===== src/rtl/ps2_pkg.sv =====
// Shared PS/2 definitions: transmitter states, timing helpers and command codes.
package ps2_pkg;

  typedef enum logic [2:0] {
    IDLE, INHIBIT, RTS, BITS, PARITY, STOP, ACK, WAITIDLE
  } state_t;

  localparam logic [7:0] CMD_SET_LEDS = 8'hED;
  localparam logic [7:0] CMD_ENABLE   = 8'hF4;
  localparam logic [7:0] CMD_RESET    = 8'hFF;
  localparam logic [7:0] RSP_ACK      = 8'hFA;

  // 100 us of clock inhibit, with the system clock given in kHz
  function automatic int unsigned inhibit_cycles(input int unsigned clkfreq_khz);
    return clkfreq_khz / 10;
  endfunction

  function automatic int unsigned timeout_cycles(input int unsigned clkfreq_khz,
                                                 input int unsigned timeout_us);
    longint unsigned prod;
    prod = longint'(clkfreq_khz) * longint'(timeout_us) / 1000;
    return int'(prod);
  endfunction

endpackage


===== src/rtl/ps2_line_filter.sv =====
// PS/2 pin conditioner: 2-flop synchronizer, 8-sample agreement filter, falling-edge strobe.
module ps2_line_filter (
  input  logic clk,
  input  logic rst,
  input  logic pin,
  output logic level,
  output logic fall
);

  logic [1:0] sync;
  logic [6:0] hist;
  logic [7:0] win;

  // Current synchronized sample plus the previous seven
  assign win = {hist, sync[1]};

  always_ff @(posedge clk) begin
    if (rst) begin
      sync  <= '1;
      hist  <= '1;
      level <= 1'b1;
      fall  <= 1'b0;
    end else begin
      sync <= {sync[0], pin};
      hist <= {hist[5:0], sync[1]};
      fall <= 1'b0;
      if (win == '1 && !level) begin
        level <= 1'b1;
      end else if (win == '0 && level) begin
        level <= 1'b0;
        fall  <= 1'b1;
      end
    end
  end

endmodule


===== src/rtl/ps2_host_tx.sv =====
// Host-to-device PS/2 transmitter: request-to-send, 8 data bits, odd parity, stop, device ACK.
module ps2_host_tx
  import ps2_pkg::*;
#(
  parameter int unsigned CLKFREQ    = 28000,
  parameter int unsigned TIMEOUT_US = 15000
) (
  input  logic       clk,
  input  logic       rst,
  input  logic       ps2clk_in,
  input  logic       ps2data_in,
  output logic       ps2clk_oe,
  output logic       ps2data_oe,
  input  logic [7:0] data,
  input  logic       send,
  output logic       busy,
  output logic       done,
  output logic       error
);

  localparam int unsigned INH_CYC = inhibit_cycles(CLKFREQ);
  localparam int unsigned TO_CYC  = timeout_cycles(CLKFREQ, TIMEOUT_US);
  localparam int unsigned INH_W   = $clog2(INH_CYC);
  localparam int unsigned TO_W    = $clog2(TO_CYC);
  localparam logic [INH_W-1:0] INH_LAST = INH_W'(INH_CYC - 1);
  localparam logic [TO_W-1:0]  TO_LAST  = TO_W'(TO_CYC - 1);

  state_t           state;
  logic [7:0]       shreg;
  logic             par;
  logic [2:0]       bitcnt;
  logic [INH_W-1:0] inh_cnt;
  logic [TO_W-1:0]  wd_cnt;
  logic             ack_ok;
  logic             clk_lvl, fall;
  logic             data_lvl, unused_data_fall;

  ps2_line_filter clk_filter (
    .clk   (clk),
    .rst   (rst),
    .pin   (ps2clk_in),
    .level (clk_lvl),
    .fall  (fall)
  );

  ps2_line_filter data_filter (
    .clk   (clk),
    .rst   (rst),
    .pin   (ps2data_in),
    .level (data_lvl),
    .fall  (unused_data_fall)
  );

  always_ff @(posedge clk) begin
    if (rst) begin
      state      <= IDLE;
      shreg      <= '0;
      par        <= 1'b0;
      bitcnt     <= '0;
      inh_cnt    <= '0;
      wd_cnt     <= '0;
      ack_ok     <= 1'b0;
      ps2clk_oe  <= 1'b0;
      ps2data_oe <= 1'b0;
      busy       <= 1'b0;
      done       <= 1'b0;
      error      <= 1'b0;
    end else begin
      done  <= 1'b0;
      error <= 1'b0;
      case (state)
        IDLE: if (send) begin
          shreg     <= data;
          par       <= ~^data;
          inh_cnt   <= '0;
          ps2clk_oe <= 1'b1;
          busy      <= 1'b1;
          state     <= INHIBIT;
        end
        // RTS pin levels are registered on entry so the inhibit is exactly INH_CYC long
        INHIBIT: if (inh_cnt == INH_LAST) begin
          ps2clk_oe  <= 1'b0;
          ps2data_oe <= 1'b1;
          wd_cnt     <= '0;
          state      <= RTS;
        end else begin
          inh_cnt <= inh_cnt + 1'b1;
        end
        RTS: begin
          bitcnt <= '0;
          state  <= BITS;
        end
        BITS: if (fall) begin
          ps2data_oe <= ~shreg[0];
          shreg      <= shreg >> 1;
          bitcnt     <= bitcnt + 1'b1;
          if (bitcnt == 3'd7) state <= PARITY;
        end
        PARITY: if (fall) begin
          ps2data_oe <= ~par;
          state      <= STOP;
        end
        STOP: if (fall) begin
          ps2data_oe <= 1'b0;
          state      <= ACK;
        end
        ACK: if (fall) begin
          ack_ok <= ~data_lvl;
          state  <= WAITIDLE;
        end
        WAITIDLE: if (clk_lvl && data_lvl) begin
          busy  <= 1'b0;
          done  <= ack_ok;
          error <= ~ack_ok;
          state <= IDLE;
        end
        default: state <= IDLE;
      endcase

      // Watchdog overrides the transfer state; a coincident fall wins over expiry
      if (state != IDLE && state != INHIBIT) begin
        if (fall) begin
          wd_cnt <= '0;
        end else if (wd_cnt == TO_LAST) begin
          error      <= 1'b1;
          done       <= 1'b0;
          ps2clk_oe  <= 1'b0;
          ps2data_oe <= 1'b0;
          busy       <= 1'b0;
          state      <= IDLE;
        end else begin
          wd_cnt <= wd_cnt + 1'b1;
        end
      end
    end
  end

endmodule


===== config.mk =====
export PLATFORM = sky130hd
export DESIGN_NAME = ps2_host_tx
export DESIGN_NICKNAME = d
export VERILOG_FILES = /design/src/rtl/ps2_pkg.sv /design/src/rtl/ps2_line_filter.sv /design/src/rtl/ps2_host_tx.sv
export SDC_FILE = /design/constraint.sdc
export NUM_CORES = 1
export LEC_CHECK = 0
export BUFFER_PORTS_ARGS = -buffer_cell sky130_fd_sc_hd__buf_4
export CORE_UTILIZATION = 54
export DETAILED_ROUTE_END_ITERATION = 12
export GPL_TIMING_DRIVEN = 0
export HOLD_SLACK_MARGIN = 0.05
export PLACE_DENSITY_LB_ADDON = 0.15
export SYNTH_ARGS = -nofsm -noshare
export SYNTH_HDL_FRONTEND = slang
export SYNTH_SLANG_ARGS = --single-unit

===== constraint.sdc =====
create_clock -name clk -period 2 [get_ports clk]
set_clock_uncertainty 0.15 [all_clocks]
set_input_delay 0.4 -clock clk [delete_from_list [all_inputs] [get_ports clk]]
set_output_delay 0.4 -clock clk [all_outputs]
set_load 0.03 [all_outputs]

* Yosys cells after proc, flatten, opt, wreduce, memory -nomap -nowiden
Cells that the tools add are included.
Operators by class: mux-type cells 56, bitwise operators 4, reduce and logical (&&, ||, !) cells 23, order comparisons 0, eq/ne operators 16, divide/modulo/power cells 0, multipliers 0, add/sub/neg operators 3, shift operators 0
Operators with widths (number):
- $mux 19 | 5
- $mux 3 | 12
- $mux 1 | 28
- $mux 12 | 2
- $pmux 12 s2 | 1
- $pmux 3 s8 | 1
- $add 19x1->19 const B | 1
- $eq 19x19->1 const B | 1
- $eq 8x8->1 const B | 2
- $logic_not 8->1 | 2
- $mux 8 | 2
- $pmux 8 s2 | 1
- $eq 3x3->1 const B | 5
- $add 12x1->12 const B | 1
- $eq 12x12->1 const B | 1
- $reduce_xnor 8->1 | 1
- $eq 3x2->1 const B | 2
- $logic_and 1x1->1 | 6
- $pmux 3 s2 | 1
- $reduce_and 2->1 | 3
- $reduce_and 3->1 | 2
- $reduce_bool 2->1 | 3
- $ne 2x2->1 const B | 2
- $not 1->1 | 4
- other kinds (10) | 13
Word-level totals: bits in latches 0, input bits 13, memory bits (writable) 0, register bits after elaboration 73, memories 0, bits in read-only memories 0

* Depth between registers and ports, before layout
Gate-level depths: netlist of the first run.
depth in word-level cells 7, gate-level depth with buffers 8, gate-level depth less buffers 7

* By module
From an unflattened synthesis of the first run, not the netlist that was laid out.
Second synthesis, totals: cells, all modules 384, area total of the unflattened synthesis 3385.7 µm²
Modules (own cells, without submodules):
- ps2_host_tx | area each 2702.6 µm², times used 1, cells each 324
- ps2_line_filter | area each 341.6 µm², times used 2, cells each 30

* Worst setup path before layout of the first run
Ideal clock, no wire load.
path type register to register, start register wd_cnt[0], end register wd_cnt[18], cell stages (with the launch flop) 7, path slack -0.140 ns, clock period less this slack 2.140 ns, data required time 1.730 ns, data arrival time 1.870 ns, buffers on the path 0, library setup time 0.120 ns, cell sequence dfxtp_1 ha_1 and3_1 nand2_1 or4_4 and3_4 a211o_1
Between the ends: cells in the longest elaborated chain, start to end 4
Ends and longest elaborated chain:
- start: declaration | line ps2_host_tx.sv:33 | logic [TO_W-1:0] wd_cnt;
- start signal: assignment | line ps2_host_tx.sv:132 | wd_cnt <= wd_cnt + 1'b1;
- $add 19x1->19 or $eq 19x19->1 (tied branches) | line ps2_host_tx.sv:132, ps2_host_tx.sv:124
- $mux 19 * | line ps2_host_tx.sv:124 | end else if (wd_cnt == TO_LAST) begin
- $mux 19 * | line ps2_host_tx.sv:122 | if (fall) begin
- $mux 19 * | line ps2_host_tx.sv:121 | if (state != IDLE && state != INHIBIT) begin
Every way passes the cells marked *; elsewhere a longest branch is shown, timed or not. A chain may end at the register's enable or synchronous reset.

* Worst setup path after layout of the first run
start register wd_cnt[17], end register wd_cnt[8]
Between the ends: cells in the longest elaborated chain, start to end 4
Ends and longest elaborated chain (line):
- $eq 19x19->1 | ps2_host_tx.sv:124
- $mux 19 | ps2_host_tx.sv:124
- $mux 19 | ps2_host_tx.sv:122
- $mux 19 | ps2_host_tx.sv:121
Every way passes these cells.

==> results of run 1 <==
==> synthesized netlist by cell type (7+ instances only) <==
library cell  instances  share of area (%)
dfxtp_1              73                 43
nor3_1               17                2.5
a311oi_1              7                1.8
inv_1                10                1.1
a21oi_1               9                1.3
nand3_1              14                2.1
nor2_1               51                5.7
clkbuf_1             16                1.8
nand2_1              32                3.6
nand4_1              10                1.9
nor4_1                7                1.3
or2_2                21                3.9
xnor2_1              13                3.4
and3_1                8                1.5
o21ai_0              17                2.5
xor2_1                8                2.1
==> per-layer routing <==
metal  up-vias  track usage, %  part of all wire [%]
li1       1518               -                     -
met1      1440            31.1                    45
met2       109            39.5                    46
met3        37            8.31                   5.0
met4         0            11.6                   3.9
met5         -               0                     0
==> area by class of cell <==
cell class,instances,area share (%)
clock inverters,7,1.99
multi-input cells,293,46.9
repair buffers,39,7.08
flip-flops and latches,73,35.7
well taps,75,2.22
plain buffers,15,2.31
inverters,10,0.889
clock buffers,9,2.93
==> registers in the layout (all words and copies together), names as in the netlist, 2 cells and up <==
name	cells
wd_cnt	19
inh_cnt	12
shreg	8
clk_filter.hist	7
data_filter.hist	7
bitcnt	3
state	3
clk_filter.sync	2
data_filter.sync	2
==> worst max-delay path, stage by stage (launching register included) <==
cell and delay (ns):
dfxtp_2 0.38, nor4bb_2 0.32, nand4_1 0.21, o21a_1 0.27, buf_6 0.15, and3_4 0.16, a211o_2 0.25
==> cells by family (layout without fill, tap and decap cells) <==
kind of cell,Yosys count,after routing
flip-flops,73,73
adder cells (fa/ha/maj),4,4
AO/OA/AOI/OAI,71,71
multiplexers,5,5
AND/OR/NAND/NOR,192,192
XOR/XNOR,21,21
buffers and inverters,28,80
==> report_power, final <==
group	internal, mW	switching, mW
Combinational	0.103	0.111
Clock	0.602	0.624
Sequential	1.48	0.0239
==> path summary, 6_finish.rpt <==
path,from,end,slack (ns),cells after the start
setup / recovery,wd_cnt[17]$_SDFF_PP0_,wd_cnt[8]$_SDFF_PP0_,0.007,6
hold / removal,data[7],shreg[7]$_SDFFE_PP0P_,0.15,3
setup reg to reg,wd_cnt[17]$_SDFF_PP0_,wd_cnt[8]$_SDFF_PP0_,0.007,6
hold reg to reg,data_filter.sync[0]$_SDFF_PP1_,data_filter.sync[1]$_SDFF_PP1_,0.26,1
==> per-stage QoR <==
step / cells / total power [mW] / hold WS, ns / util (%)
finish: 521 / 2.94 / 0.152 / 70.5
global route: 521 / 3.03 / 0.159 / 70.5
CTS: 514 / 2.96 / 0.0533 / 67.5
detailed placement: 486 / 1.72 / 0.245 / 60.6
global placement: 486 / 1.72 / 0.241 / 60.6
floorplan: 394 / 1.66 / 0.239 / -
==> timing repair <==
item	CTS	global route
setup buffers	13	6
gates resized for setup	29	36
endpoints found under the setup margin	45	33
pin swaps	6	7
hold buffers	1	1
hold endpoints to repair	1	1
gates cloned	0	1
==> layout by cell type (no fill, tap or decap), types with 8 or more instances in the layout <==
cell	Yosys	layout
a21oi_1	9	8
buf_4	0	35
clkbuf_1	16	9
clkbuf_8	0	10
dfxtp_1	73	52
dfxtp_2	0	13
dfxtp_4	0	8
inv_1	10	10
nand2_1	32	30
nand3_1	14	13
nand4_1	10	10
nor2_1	51	49
nor3_1	17	16
o21ai_0	17	17
or2_2	21	21
xnor2_1	13	13
xor2_1	8	8
==> metrics.cfg, run 1 <==
[global_routing]
track_usage_pct = 25.2
grt_pass1_wl_um = 12600
grt_max_degree = 16
grt_pass1_vias = 2829
antenna_found_initial = 0
grt_overflow = 0

[yosys]
synth_enable_flop_cells = 0
yosys.area_share.xor_xnor_pct = 5.45
synth_area_mm2 = 0.00337
synth-simple-area-share_pct = 30.3
synth_ff_type = dfxtp_1
synth_top_family_by_area = simple AND/OR/NAND/NOR gates
ys_seq_area_share_pct = 43.3
ys_types = 60
syn_nets = 411
synthMuxAreaShare_pct = 1.52
syn_area_per_cell_um2 = 8.56
postSynthCellCount = 394
synth_warnings = 0
synth_compound_area_share_pct = 14.7
synth_fa_ha_area_share_pct = 1.48
ys_ff_latch = 73
async_reset_ff_share_pct = 0

[critical_path]
endpoint_kind = flop
crit_type = reg2reg
critPathLaunchType = flop
required_ns = 2.11
worst-path-max-fanout = 10
worstPathArrival_ns = 2.10

[final_layout]
regArea_mm2 = 0.00151
num_antenna_cells = 0
n_fill_cell = 452
nNetsFinal = 458
drive_gt1_share_pct = 29.8
final_area_mm2 = 0.00422
multi_input_area_mm2 = 0.00198
synthToLayoutAreaGrowth_pct = 25.1

[outcome]
status = finished clean

[floorplanning]
dieArea_mm2 = 0.00657
start_util_pct = 56.3
floorplan.die.height_um = 81.1
core-area_mm2 = 0.00599
die-width_um = 81.1
rows = 28
ios = 18

[routing]
drc = 0
dr.pass1.iters = 5
detail-route-antenna-nets = 0
drt_wl_total_um = 7840
via_count = 3104
drtIter0Drc = 188
avgRoutedWirePerCell_um = 15.1
vias_per_cell = 5.96

[sta]
max_freq_mhz = 502
slew_viol_final = 0
slew-limit-headroom_pct = 68.0
tightest_slew_ns = 0.480
rsz0062_at_grt = true
setup_viol_count_final = 0
timing.final.crit_share_pct = 99.7
finalCriticalPeriod_ns = 1.99
fin_setup_tns_ns = 0
fin_ws_ns = 0.00688
finalHoldViolCount = 0

[placement]
numPortBuffers = 17
globalplace.congestion = 0.870
place_ws_ns = -0.426
place_hpwl_um = 4940
place_area_mm2 = 0.00363

[pwr]
irDropWorstVdd_v = 0.000634
power_density_mw_per_mm2 = 696
p_leak_nw = 1.63

[job]
maxCapViolations = 0

[clock_network]
cts_sinks = 73
tritoncts = done
clockBufferDepth = 2
cts-root-buf = clkbuf_8
insertion_delay_ns = 0.37
cts_max_level = 3
path_clk_slew_ns = 0.08
numCtsBuffers = 9

[worst_hold_path]
hold_path_class = in2reg

Note: power is estimated with default switching activity, not from simulation.
==> run 2, diff against run 1 <==
--- a/config.mk
+++ b/config.mk
@@ -8,7 +8,6 @@
 export BUFFER_PORTS_ARGS = -buffer_cell sky130_fd_sc_hd__buf_4
 export CORE_UTILIZATION = 54
 export DETAILED_ROUTE_END_ITERATION = 12
-export GPL_TIMING_DRIVEN = 0
 export HOLD_SLACK_MARGIN = 0.05
 export PLACE_DENSITY_LB_ADDON = 0.15
 export SYNTH_ARGS = -nofsm -noshare
==> run 2 against run 1 <==
Die area unchanged. Sequential power about the same. Wire length decreased by 3.9%. The flow now finishes with violations (negative setup slack). Worst setup slack got worse by 0.021 ns.
==> metrics.cfg, run 2 (synthesis results as in run 1) <==
[outcome]
status = finished with violations  ; was finished clean
violations = negative setup slack

[pwr]
combPwrFrac_pct = 7.7  ; was 7.3%
p_int_mw = 2.04  ; was 2.18 mW
switchingPower_mw = 0.673  ; was 0.758 mW
power_frac_seq_pct = 55.3  ; was 51.0%
p_leak_nw = 1.62  ; was 1.63 nW
irDropWorstVdd_v = 0.000572  ; was 0.000634 V
clockPowerShare_pct = 37.0  ; was 41.7%
power_density_mw_per_mm2 = 660  ; was 696 mW/mm2
p_total_mw = 2.71  ; was 2.94 mW
switching_share_pct = 24.8  ; was 25.8%

[clock_network]
cts_sinks = 73  ; unchanged
cts-root-buf = clkbuf_8  ; unchanged
numCtsBuffers = 9  ; unchanged
ctsHoldBuffers = 0  ; was 1
tritoncts = done  ; unchanged
path_clk_slew_ns = 0.08  ; about the same
cts_max_level = 3  ; unchanged
clockBufferDepth = 2  ; unchanged
insertion_delay_ns = 0.34  ; was 0.37 ns

[critical_path]
crit_type = reg2reg  ; unchanged
worstPathArrival_ns = 2.09  ; was 2.10 ns
critPathLaunchType = flop  ; unchanged
critical-path-slowest-cell = nor4bb_1  ; was dfxtp_2
worst-path-max-fanout = 7  ; was 10
required_ns = 2.08  ; was 2.11 ns
crit_chain = nor4bb_1, nand4_1, o21a_2, buf_4, a221o_1  ; was nor4bb_2, nand4_1, o21a_1, buf_6, and3_4, a211o_2
endpoint_kind = flop  ; unchanged
slowest_delay_ns = 0.38  ; about the same

[final_layout]
largest_reg_flops = 19  ; unchanged
final_area_mm2 = 0.00411  ; was 0.00422 mm2
regMostFlops = wd_cnt  ; unchanged
final_cell_mix = 66 x dfxtp_1, 64 x buf_4, 51 x nor2_1  ; was 52 x dfxtp_1, 49 x nor2_1, 35 x buf_4
nNetsFinal = 468  ; was 458
num_antenna_cells = 0  ; unchanged
instances_no_fill = 531  ; was 521
drive_gt1_share_pct = 27.9  ; was 29.8%
final_util_pct = 68.6  ; was 70.5%
synthToLayoutAreaGrowth_pct = 21.8  ; was 25.1%
layout_commonest_cell = dfxtp_1  ; unchanged
reg_top3 = wd_cnt (19), inh_cnt (12), shreg (8)  ; unchanged

[placement]
place_area_mm2 = 0.00388  ; was 0.00363 mm2
numPortBuffers = 17  ; unchanged
dpl.cell_count = 511  ; was 486
place_ws_ns = 0.00907  ; was -0.426 ns
globalplace.congestion = 0.888  ; was 0.870
place_hpwl_um = 5460  ; was 4940 um

[sta]
tightest_slew_ns = 0.482  ; was 0.480 ns
holdWs_ns = 0.0933  ; was 0.152 ns
rsz0062_at_grt = true  ; unchanged
finalHoldViolCount = 0  ; unchanged
max_freq_mhz = 496  ; was 502 MHz
fin_setup_tns_ns = -0.0237  ; was 0 ns
setup_viol_count_final = 2  ; was 0
timing.final.crit_share_pct = 101  ; was 99.7%
slew-limit-headroom_pct = 67.4  ; was 68.0%
fin_ws_ns = -0.0142  ; was 0.00688 ns
slew_viol_final = 0  ; unchanged
finalCriticalPeriod_ns = 2.01  ; was 1.99 ns

[floorplanning]
die-width_um = 81.1  ; unchanged
core-area_mm2 = 0.00599  ; unchanged
ios = 18  ; unchanged
dieArea_mm2 = 0.00657  ; unchanged
floorplan.die.height_um = 81.1  ; unchanged
rows = 28  ; unchanged
start_util_pct = 56.3  ; unchanged

[routing]
drc = 0  ; unchanged
drt_wl_total_um = 7540  ; was 7840 um
avgRoutedWirePerCell_um = 14.2  ; was 15.1 um
dr.pass1.iters = 5  ; unchanged
detail-route-antenna-nets = 0  ; unchanged
via_count = 3035  ; was 3,104
drtIter0Drc = 252  ; was 188
vias_per_cell = 5.72  ; was 5.96

[global_routing]
antenna_found_initial = 0  ; unchanged
grt_max_degree = 21  ; was 16
grt_pass1_wl_um = 12300  ; was 12,600 um
grt_pass1_vias = 2740  ; was 2,829
track_usage_pct = 24.4  ; was 25.2%
gr-usage-met2_pct = 39.7  ; was 39.5%
use_met3_pct = 5.51  ; was 8.31%
grtUsageMet1_pct = 31.4  ; was 31.1%
grt_overflow = 0  ; unchanged
grt_most_used_layer = met2  ; unchanged

[worst_hold_path]
hold_path_class = in2reg  ; unchanged

[job]
maxCapViolations = 0  ; unchanged

run 2: cell count changes in the layout (fill, tap and decap cells not counted), sizes merged:
cell         previous run  this run
buf                    40        64
clkbuf                 21        11
inv                    15        12
clkinv                  0         2
dlygate4sd3             2         0
bufinv                  1         0
run 2: per-layer routing:
layer	up-vias	routed length, um
met5	-	0
met4	0	111
met3	11	366
met2	83	3490
met1	1407	3580
li1	1534	-
run 2: layout make-up:
type / count / area [um2]
clock inverters: 5 / 38.8
multi-input cells: 293 / 1850
flip-flops and latches: 73 / 1480
inverters: 10 / 37.5
fillers: 477 / 1880
well taps: 75 / 93.8
clock buffers: 11 / 131
repair buffers: 64 / 480
run 2: worst paths after layout:
check / startpoint / endpoint / slack [ns] / depth (start not counted)
max: wd_cnt[17]$_SDFF_PP0_ / wd_cnt[7]$_SDFF_PP0_ / -0.01 / 5
min: ps2data_in / data_filter.sync[0]$_SDFF_PP1_ / 0.09 / 2
max reg2reg: wd_cnt[17]$_SDFF_PP0_ / wd_cnt[7]$_SDFF_PP0_ / -0.01 / 5
min reg2reg: clk_filter.sync[0]$_SDFF_PP1_ / clk_filter.sync[1]$_SDFF_PP1_ / 0.26 / 1
run 2: repair_timing:
action / CTS / global route
setup endpoints to repair: 0 / 12
gates resized for setup: 0 / 10
setup buffers: 0 / 4
run 2: power groups by stage:
stage	Sequential (mW)	Clock, mW	Combinational, mW
detailed placement	1.53	0	0.209
global route	1.50	1.09	0.233
global placement	1.53	0	0.204
floorplan	1.54	0	0.123
finish	1.50	1.00	0.210
CTS	1.50	1.03	0.209
run 2: worst max-delay path, delay by kind of cell (launching register included):
family,cells,cell delay [ns]
flip-flops,1,0.33
AO/OA/AOI/OAI,2,0.63
buffers and inverters,1,0.16
AND/OR/NAND/NOR,2,0.63
==> run 3, diff against run 2 <==
--- a/config.mk
+++ b/config.mk
@@ -6,6 +6,7 @@
 export NUM_CORES = 1
 export LEC_CHECK = 0
 export BUFFER_PORTS_ARGS = -buffer_cell sky130_fd_sc_hd__buf_4
+export CORE_MARGIN = 2
 export CORE_UTILIZATION = 54
 export DETAILED_ROUTE_END_ITERATION = 12
 export HOLD_SLACK_MARGIN = 0.05
==> run 3 against run 2 <==
The run now ends clean. Flip-flop and latch count unchanged. Power increased by 3.1%. Sequential share of layout area decreased by 0.51 points. Fmax increased by 1.1%. Clock-buffer cell count decreased by 1. Clock power increased by 9%. Via count decreased by 0.96%. Sequential power about the same. Wire length increased by 0.12%. Critical path type unchanged. Largest cell class unchanged. Largest power group unchanged.
==> metrics.cfg, run 3 (synthesis results as in run 1) <==
[final_layout]
reg_top3 = wd_cnt (19), inh_cnt (12), shreg (8)  ; unchanged
num_antenna_cells = 0  ; unchanged
largest_reg_flops = 19  ; unchanged
synthToLayoutAreaGrowth_pct = 23.4  ; was 21.8%
final_cell_mix = 67 x dfxtp_1, 63 x buf_4, 51 x nor2_1  ; was 66 x dfxtp_1, 64 x buf_4, 51 x nor2_1
drive_gt1_share_pct = 28.7  ; was 27.9%
regMostFlops = wd_cnt  ; unchanged
layout_commonest_cell = dfxtp_1  ; unchanged
nNetsFinal = 468  ; unchanged

[routing]
dr.pass1.iters = 5  ; unchanged
drt_wl_total_um = 7550  ; was 7540 um
drc = 0  ; unchanged
detail-route-antenna-nets = 0  ; unchanged
avgRoutedWirePerCell_um = 14.2  ; about the same
vias_per_cell = 5.66  ; was 5.72
drtIter0Drc = 182  ; was 252
via_count = 3006  ; was 3,035

[sta]
rsz0062_at_grt = true  ; unchanged
fin_setup_tns_ns = 0  ; was -0.0237 ns
timing.final.crit_share_pct = 99.6  ; was 101%
max_freq_mhz = 502  ; was 496 MHz
fin_ws_ns = 0.00852  ; was -0.0142 ns
finalHoldViolCount = 0  ; unchanged
slew-limit-headroom_pct = 71.4  ; was 67.4%
slew_viol_final = 0  ; unchanged
tightest_slew_ns = 0.425  ; was 0.482 ns
setup_viol_count_final = 0  ; was 2
finalCriticalPeriod_ns = 1.99  ; was 2.01 ns
holdWs_ns = 0.0682  ; was 0.0933 ns

[outcome]
status = finished clean  ; was finished with violations

[clock_network]
numCtsBuffers = 9  ; unchanged
insertion_delay_ns = 0.36  ; was 0.34 ns
clockBufferDepth = 2  ; unchanged
cts-root-buf = clkbuf_8  ; unchanged
path_clk_slew_ns = 0.08  ; about the same
tritoncts = done  ; unchanged
cts_max_level = 3  ; unchanged
cts_sinks = 73  ; unchanged

[floorplanning]
rows = 28  ; unchanged
start_util_pct = 56.3  ; unchanged
dieArea_mm2 = 0.00690  ; was 0.00657 mm2
die-width_um = 83.1  ; was 81.1 um
core-area_mm2 = 0.00599  ; unchanged
floorplan.die.height_um = 83.1  ; was 81.1 um
ios = 18  ; unchanged

[global_routing]
grt_pass1_wl_um = 12500  ; was 12,300 um
grt_overflow = 0  ; unchanged
grt_max_degree = 23  ; was 21
track_usage_pct = 22.1  ; was 24.4%
grt_pass1_vias = 2736  ; was 2,740
antenna_found_initial = 0  ; unchanged

[worst_hold_path]
hold_path_class = in2reg  ; unchanged

[placement]
place_ws_ns = 0.0146  ; was 0.00907 ns
globalplace.congestion = 0.906  ; was 0.888
place_hpwl_um = 5310  ; was 5460 um
numPortBuffers = 17  ; unchanged

[pwr]
irDropWorstVdd_v = 0.000531  ; was 0.000572 V
power_density_mw_per_mm2 = 672  ; was 660 mW/mm2
p_leak_nw = 1.64  ; was 1.62 nW
p_total_mw = 2.80  ; was 2.71 mW

[job]
maxCapViolations = 0  ; unchanged

[critical_path]
worstPathArrival_ns = 2.10  ; was 2.09 ns
critPathLaunchType = flop  ; unchanged
worst-path-max-fanout = 6  ; was 7
required_ns = 2.10  ; was 2.08 ns
crit_type = reg2reg  ; unchanged
endpoint_kind = flop  ; unchanged

-- run 3: where the power goes --
part / internal [mW] / switching, mW / leakage [nW]
logic: 0.104 / 0.110 / 0.947
registers: 1.48 / 0.0186 / 0.597
clock network: 0.498 / 0.587 / 0.0912
total: 2.08 / 0.715 / 1.64
-- run 3: critical path, cell delays in order, from the launching register on --
cell,delay (ns)
dfxtp_1,0.42
nand2_1,0.11
or3_4,0.34
or4_4,0.43
and3_4,0.19
a211o_1,0.25
-- run 3: final cells by class --
| class | instances | area, um2 |
|---|---|---|
| clock buffer | 10 | 138 |
| tap | 75 | 93.8 |
| fill | 479 | 1830 |
| sequential | 73 | 1480 |
| inverter | 10 | 37.5 |
| clock inverter | 6 | 48.8 |
| multi-input combinational | 293 | 1890 |
| timing repair buffer | 64 | 483 |
-- run 3: through the flow --
step / instances / cell area (um2) / utilization (%)
floorplan: 394 / 3410 / -
global placement: 512 / 3890 / 64.9
detailed placement: 512 / 3890 / 64.9
CTS: 528 / 4080 / 68.0
global route: 531 / 4170 / 69.5
finish: 531 / 4170 / 69.5
-- run 3: metal layers --
| metal | vias up | wire length [um] | GRT usage [%] |
|---|---|---|---|
| met5 | - | 0 | 0 |
| met4 | 0 | 193 | 9.84 |
| met3 | 16 | 308 | 5.17 |
| met2 | 71 | 3510 | 34.4 |
| met1 | 1383 | 3530 | 29.2 |
| li1 | 1536 | - | - |
-- run 3: path summary, 6_finish.rpt --
path	from	to	slack, ns	cells after the start
setup reg to reg	wd_cnt[11]$_SDFF_PP0_	wd_cnt[18]$_SDFF_PP0_	0.009	5
setup / recovery	wd_cnt[11]$_SDFF_PP0_	wd_cnt[18]$_SDFF_PP0_	0.009	5
hold reg to reg	clk_filter.sync[0]$_SDFF_PP1_	clk_filter.sync[1]$_SDFF_PP1_	0.26	1
hold / removal	ps2data_in	data_filter.sync[0]$_SDFF_PP1_	0.07	2
-- run 3: timing repair --
action                                  CTS  global route
endpoints found under the hold margin     0             1
gates resized for setup                   0            16
hold buffers                              0             1
endpoints found under the setup margin    0            16
setup buffers                             0             2
